<file path="src/rtl/stub_page_reader_pkg.sv">
// ============================================================================
// Module      : stub_page_reader_pkg
// Description : Shared constants, FSM encoding and helpers for the stub page
//               reader (stub width, page-address split, default TMUX).
// Revision    : 1.0  initial release
// ============================================================================
`default_nettype none

package stub_page_reader_pkg;

  // Processing-window length: start-to-done delay in clocks.
  localparam int c_TMUX   = 6;

  // Stub word width and page-address split {bx, idx}.
  localparam int c_STUB_W = 36;
  localparam int c_BX_W   = 3;
  localparam int c_IDX_W  = 6;
  localparam int c_ADDR_W = c_BX_W + c_IDX_W;

  // Two-state reader FSM, explicitly encoded.
  localparam logic [0:0] c_ST_IDLE = 1'b0;
  localparam logic [0:0] c_ST_READ = 1'b1;

  // Read address after reset: BX field all ones, index zero.
  localparam logic [c_ADDR_W-1:0] c_ADDR_RESET = {{c_BX_W{1'b1}}, {c_IDX_W{1'b0}}};

  // Limit the page stub count to the largest count the reader will drain.
  function automatic logic [c_IDX_W-1:0] clamp_count(
    input logic [c_IDX_W-1:0] n,
    input logic [c_IDX_W-1:0] max_n
  );
    return (n > max_n) ? max_n : n;
  endfunction

endpackage

`default_nettype wire

</file>
<file path="src/rtl/stub_page_reader_pipe_delay.sv">
// ============================================================================
// Module      : pipe_delay
// Description : Fixed-length register delay line with synchronous clear.
//               dout equals din delayed by exactly STAGES clocks.
// Revision    : 1.0  initial release
// ============================================================================
`default_nettype none

module pipe_delay #(
  parameter int WIDTH  = 1,
  parameter int STAGES = 1
) (
  input  logic             clk,
  input  logic             reset,
  input  logic [WIDTH-1:0] din,
  output logic [WIDTH-1:0] dout
);

  logic [WIDTH-1:0] r_stage [STAGES];

  // Shift the delay line one stage per clock; clear flushes every stage.
  always_ff @(posedge clk) begin
    if (reset) begin
      for (int i = 0; i < STAGES; i++) begin
        r_stage[i] <= '0;
      end
    end else begin
      r_stage[0] <= din;
      for (int i = 1; i < STAGES; i++) begin
        r_stage[i] <= r_stage[i-1];
      end
    end
  end

  assign dout = r_stage[STAGES-1];

endmodule

`default_nettype wire

</file>
<file path="src/rtl/stub_page_reader.sv">
// ============================================================================
// Module      : stub_page_reader
// Description : Drains one BX page of the disk stub memory per processing
//               window and streams the stubs out with valid and index aligned
//               to the registered read data.
// Revision    : 1.0  initial release
// ============================================================================
`default_nettype none

module stub_page_reader
  import stub_page_reader_pkg::*;
#(
  parameter int RD_LATENCY = 3,
  parameter int TMUX       = c_TMUX,
  parameter int MAX_STUBS  = 63
) (
  input  logic                clk,
  input  logic                reset,
  input  logic                en_proc,
  input  logic [1:0]          start,
  output logic [1:0]          done,
  input  logic [c_IDX_W-1:0]  number_in,
  output logic [c_ADDR_W-1:0] read_add,
  input  logic [c_STUB_W-1:0] data_in,
  output logic [c_STUB_W-1:0] data_out,
  output logic                valid_out,
  output logic [c_IDX_W-1:0]  index_out,
  output logic                truncated
);

  localparam logic [c_IDX_W-1:0] c_MAX_CNT = c_IDX_W'(MAX_STUBS);

  // start[1] acts as a pipelined reset for everything except the done line.
  logic w_clear;
  assign w_clear = reset | start[1];

  logic [0:0]          r_state;
  logic [0:0]          w_state_nxt;
  logic [c_BX_W-1:0]   r_bx_rd,    w_bx_nxt;
  logic [c_IDX_W-1:0]  r_idx,      w_idx_nxt;
  logic [c_IDX_W-1:0]  r_cnt,      w_cnt_nxt;
  logic [c_ADDR_W-1:0] r_read_add, w_read_add_nxt;
  logic                r_issue,    w_issue_nxt;
  logic                w_trunc_nxt;
  logic                w_last_issue;

  logic                w_issue_dly;
  logic [c_IDX_W-1:0]  w_idx_dly;

  logic [c_STUB_W-1:0] r_data_out;
  logic                r_valid_out;
  logic [c_IDX_W-1:0]  r_index_out;
  logic                r_truncated;

  // The issue in flight is the final one of the page.
  assign w_last_issue = (r_idx == (r_cnt - c_IDX_W'(1)));

  // State register.
  always_ff @(posedge clk) begin
    if (w_clear) r_state <= c_ST_IDLE;
    else         r_state <= w_state_nxt;
  end

  // Next-state: a page start always restarts the FSM; otherwise leave READ after the last issue.
  always_comb begin
    w_state_nxt = r_state;
    if (start[0]) begin
      w_state_nxt = (number_in != '0) ? c_ST_READ : c_ST_IDLE;
    end else if ((r_state == c_ST_READ) && en_proc && w_last_issue) begin
      w_state_nxt = c_ST_IDLE;
    end
  end

  // Datapath next values: page setup on start, one address issue per enabled READ cycle.
  always_comb begin
    w_bx_nxt       = r_bx_rd;
    w_idx_nxt      = r_idx;
    w_cnt_nxt      = r_cnt;
    w_read_add_nxt = r_read_add;
    w_issue_nxt    = 1'b0;
    w_trunc_nxt    = 1'b0;
    if (start[0]) begin
      w_bx_nxt    = r_bx_rd + c_BX_W'(1);
      w_cnt_nxt   = clamp_count(number_in, c_MAX_CNT);
      w_idx_nxt   = '0;
      w_trunc_nxt = (r_state == c_ST_READ);
    end else if ((r_state == c_ST_READ) && en_proc) begin
      w_read_add_nxt = {r_bx_rd, r_idx};
      w_issue_nxt    = 1'b1;
      w_idx_nxt      = r_idx + c_IDX_W'(1);
    end
  end

  // Address-side registers.
  always_ff @(posedge clk) begin
    if (w_clear) begin
      r_bx_rd     <= '1;
      r_idx       <= '0;
      r_cnt       <= '0;
      r_read_add  <= c_ADDR_RESET;
      r_issue     <= 1'b0;
      r_truncated <= 1'b0;
    end else begin
      r_bx_rd     <= w_bx_nxt;
      r_idx       <= w_idx_nxt;
      r_cnt       <= w_cnt_nxt;
      r_read_add  <= w_read_add_nxt;
      r_issue     <= w_issue_nxt;
      r_truncated <= w_trunc_nxt;
    end
  end

  // Carry the issue flag and index alongside the memory read latency.
  pipe_delay #(
    .WIDTH  (1 + c_IDX_W),
    .STAGES (RD_LATENCY)
  ) u_issue_dly (
    .clk   (clk),
    .reset (w_clear),
    .din   ({r_issue, r_read_add[c_IDX_W-1:0]}),
    .dout  ({w_issue_dly, w_idx_dly})
  );

  // Output register: capture the stub when its delayed issue flag arrives.
  always_ff @(posedge clk) begin
    if (w_clear) begin
      r_data_out  <= '0;
      r_valid_out <= 1'b0;
      r_index_out <= '0;
    end else begin
      r_valid_out <= w_issue_dly;
      r_index_out <= w_idx_dly;
      if (w_issue_dly) r_data_out <= data_in;
    end
  end

  // done tracks start by TMUX clocks; only a hard reset flushes it so start[1] still propagates.
  pipe_delay #(
    .WIDTH  (2),
    .STAGES (TMUX)
  ) u_done_dly (
    .clk   (clk),
    .reset (reset),
    .din   (start),
    .dout  (done)
  );

  assign read_add  = r_read_add;
  assign data_out  = r_data_out;
  assign valid_out = r_valid_out;
  assign index_out = r_index_out;
  assign truncated = r_truncated;

endmodule

`default_nettype wire

</file>
<file path="config.mk">
export PLATFORM = sky130hd
export DESIGN_NAME = stub_page_reader
export DESIGN_NICKNAME = d
export VERILOG_FILES = /design/src/rtl/stub_page_reader_pkg.sv /design/src/rtl/stub_page_reader_pipe_delay.sv /design/src/rtl/stub_page_reader.sv
export SDC_FILE = /design/constraint.sdc
export NUM_CORES = 1
export LEC_CHECK = 0
export ABC_AREA = 0
export CORE_ASPECT_RATIO = 0.9
export CORE_MARGIN = 5
export CORE_UTILIZATION = 30
export DETAILED_ROUTE_END_ITERATION = 12
export GPL_ROUTABILITY_DRIVEN = 1
export PLACE_DENSITY = 0.62
export SLEW_MARGIN = 20
export SYNTH_ARGS = -nofsm -noshare
export SYNTH_HDL_FRONTEND = slang
export SYNTH_SLANG_ARGS = --single-unit
</file>
<file path="constraint.sdc">
create_clock -name clk -period 1.8 [get_ports clk]
set_input_delay 0.36 -clock clk [delete_from_list [all_inputs] [get_ports clk]]
set_output_delay 0.36 -clock clk [all_outputs]
set_load 0.01 [all_outputs]
</file>
==> impl_metrics.yaml <==
outcome:
  outcome: "completed"
min_path:
  worstHoldPathType: "reg -> reg"
  hold_start: "u_issue_dly.r_stage[0][7]"
  holdPathEnd: "u_issue_dly.r_stage[0][14]"
  min_path_cells: 1
floorplan:
  die_x_um: 125
  dieHeight_um: 113
  core-area_um2: 11500
  initial_utilization: 0.308
  rows: 37
  ioPinCount: 102
  die-area_um2: 14100
critical_path:
  r2r-start: "r_cnt[0]"
  worst_path_max_delay_cell: "dfxtp_1"
  cp_max_fo: 5
  crit_type: "reg -> reg"
  slowest_delay_ns: 0.43
  crit_family: "compound AO/OA/AOI/OAI gates"
  rrSetupSlack_ns: 0.14
  cp-end-kind: "register"
  cp_cell_sequence: "inv_1 -> ha_1 -> nand2b_1 -> o211ai_1 -> a31oi_1 -> o311ai_1 -> a21oi_1"
  cp_num_buf_inv: 1
  r2r_cells: 7
  critPathRequiredTime_ns: 2.01
  critical_path_arrival_ns: 1.87
  start_kind: "register"
  r2r-end: "r_state"
  setup.worst_path.start: "r_cnt[0]"
logic_synthesis:
  synth_top_family_by_area: "simple AND/OR/NAND/NOR gates"
  syn_inst: 339
  avgSynthCellArea_um2: 10.5
  yosys.area_share.adder: 0.0106
  yosysSeqAreaShare: 0.582
  synth_cell_types: 36
  synth_compound_area_frac: 0.0311
  syn_area_um2: 3550
  synth.mux.area_fraction: 0.121
  yosysWarnings: 0
  ys_ff_latch: 103
  synth_xor_area_frac: 0.0247
  synth-simple-area-share: 0.194
  syn_nets: 389
cts:
  clk_latency_ns: 0.33
  ctsRootBufferMaster: "clkbuf_16"
  cts_tree: "done"
  cts.repair.resized: 0
  clk_pin_slew_ns: 0.07
  cts_max_level: 3
  post-cts-setup-buffers: 0
  cts_made_buffers: 9
  clkSinkCount: 103
  ctsHoldBuffers: 0
  cts.path.max_buffers: 2
detailed_routing:
  via_per_inst: 4.18
  totalWireLength_um: 7490
  drtIter0Drc: 103
  drc: 0
  vias: 2522
  wire_per_inst_um: 12.4
  drt_pass1_iterations: 3
  ant_nets: 0
power_and_ir_drop:
  p_sw_frac: 0.208
  seqPwrFrac: 0.519
  ir_drop_mv: 0.569
  p_per_area_nw_per_um2: 877
  intPower_uw: 3520
  p_clk_frac: 0.430
  p_leak_uw: 0.00183
  total_power_uw: 4440
  p_comb_frac: 0.050
  p_switching_uw: 924
sta:
  fin_crit_ns: 1.66
  clock_skew_ns: 0.00864
  slew_headroom: 0.709
  worstMarginPinSlew_ns: 0.436
  drv_slew: 0
  setup_viol: 0
  fmax_mhz: 602
  rsz0062_at_grt: "false"
  fin_hold_ws_ns: 0.424
  hold_violations: 0
  fin_crit_sh: 0.923
global_routing:
  grt_pass1_vias: 2596
  grt_overflow: 0
  antenna_found_initial: 0
  grt_pass1_wl_um: 12700
  grt_max_degree: 51
  track_usage: 0.110
final_layout:
  syn_to_final_growth_pct: 42.8
  nNetsFinal: 494
  layout_commonest_cell: "dfxtp_1"
  drive_above_1_share: 0.0692
  n_antenna_cell: 0
  fillers: 1089
  final_cell_mix: "dfxtp_1, clkdlybuf4s50_1, nor2_1"
place:
  gp_congestion: 0.783
  port_buffers: 101
  post-dp-hpwl_um: 5450
job:
  maxCapViolations: 0
-- through the flow --
stage          std cells  utilization  area (µm²)  worst slack (ns)  setup TNS [ns]
6_report             604        0.439        5060             0.139               0
5_1_grt              604        0.439        5060            0.0639               0
4_1_cts              604        0.439        5060             0.133               0
3_5_place_dp         589        0.414        4770            -0.116          -0.116
3_3_place_gp         589        0.414        4770           -0.0724         -0.0724
2_1_floorplan        339            -        3550             0.359               0
-- how the worst max path moves through the flow --
stage               slack [ns]       to  cells after the start
floorplan                 0.36  r_state                      7
global placement         -0.07  r_state                      4
detailed placement       -0.12  r_state                      4
CTS                       0.13  r_state                      7
global route              0.06  r_state                      7
finish                    0.14  r_state                      7
-- registers in the layout (all words and copies together) (netlist names) --
| register | count |
|---|---|
| read_add | 9 |
| r_idx | 6 |
| valid_out | 1 |
| r_issue | 1 |
| r_bx_rd | 3 |
| index_out | 6 |
| data_out | 36 |
| r_state | 1 |
| truncated | 1 |
| r_cnt | 6 |
| u_issue_dly.r_stage | 21 |
| u_done_dly.r_stage | 12 |
-- kinds of logic (layout without fill, tap and decap cells) --
logic type / after synthesis / after routing
adder cells (fa/ha/maj): 3 / 3
AND/OR/NAND/NOR: 141 / 141
XOR/XNOR: 10 / 10
AO/OA/AOI/OAI: 18 / 18
multiplexers: 43 / 43
flip-flops: 103 / 103
buffers and inverters: 21 / 130
-- final cells by class --
class                           count  area (µm²)  area share
Multi-Input combinational cell    215        1360       0.268
Clock inverter                      5        65.1      0.0128
Timing Repair Buffer              112        1140       0.226
Sequential cell                   103        2060       0.407
Tap cell                          156         195      0.0385
Clock buffer                       10         229      0.0452
Inverter                            3        11.3     0.00222
-- per-layer routing --
layer  vias up  global-route usage  share of wire
li1       1315                   -              -
met1      1141               0.132           0.45
met2        58               0.178           0.47
met3         8              0.0467          0.067
met4         0              0.0394          0.015
met5         -                   0              0
-- cells in the mapped netlist, drive strengths merged --
library cell | count | area, µm²
dfxtp | 103 | 2060
nor2 | 51 | 191
mux2i | 43 | 430
and2 | 29 | 181
nand2 | 29 | 109
clkbuf | 11 | 61.3
nor2b | 11 | 68.8
a21oi | 10 | 50.1
buf | 7 | 57.6
xor2 | 7 | 61.3
nand3 | 4 | 20.0
ha | 3 | 37.5
inv | 3 | 11.3
nand2b | 3 | 18.8
nor3 | 3 | 15.0
xnor2 | 3 | 26.3
nand4 | 2 | 18.8
o21ai | 2 | 10.0
or3 | 2 | 12.5
a211oi | 1 | 12.5
a21o | 1 | 7.51
a31oi | 1 | 6.26
and3 | 1 | 6.26
and4 | 1 | 8.76
nand3b | 1 | 7.51
nor4 | 1 | 6.26
nor4b | 1 | 8.76
o211ai | 1 | 7.51
o311ai | 1 | 8.76
o31ai | 1 | 7.51
or2 | 1 | 6.26
or4 | 1 | 8.76
-- power groups by stage --
stage	sequential [µW]	clock, µW	combinational (µW)
after floorplan	2360	0	90.2
after global placement	2360	0	222
after detailed placement	2360	0	225
after CTS	2310	1980	226
after global routing	2310	2080	243
final	2310	1910	223
(Power assumes the default switching activity.)
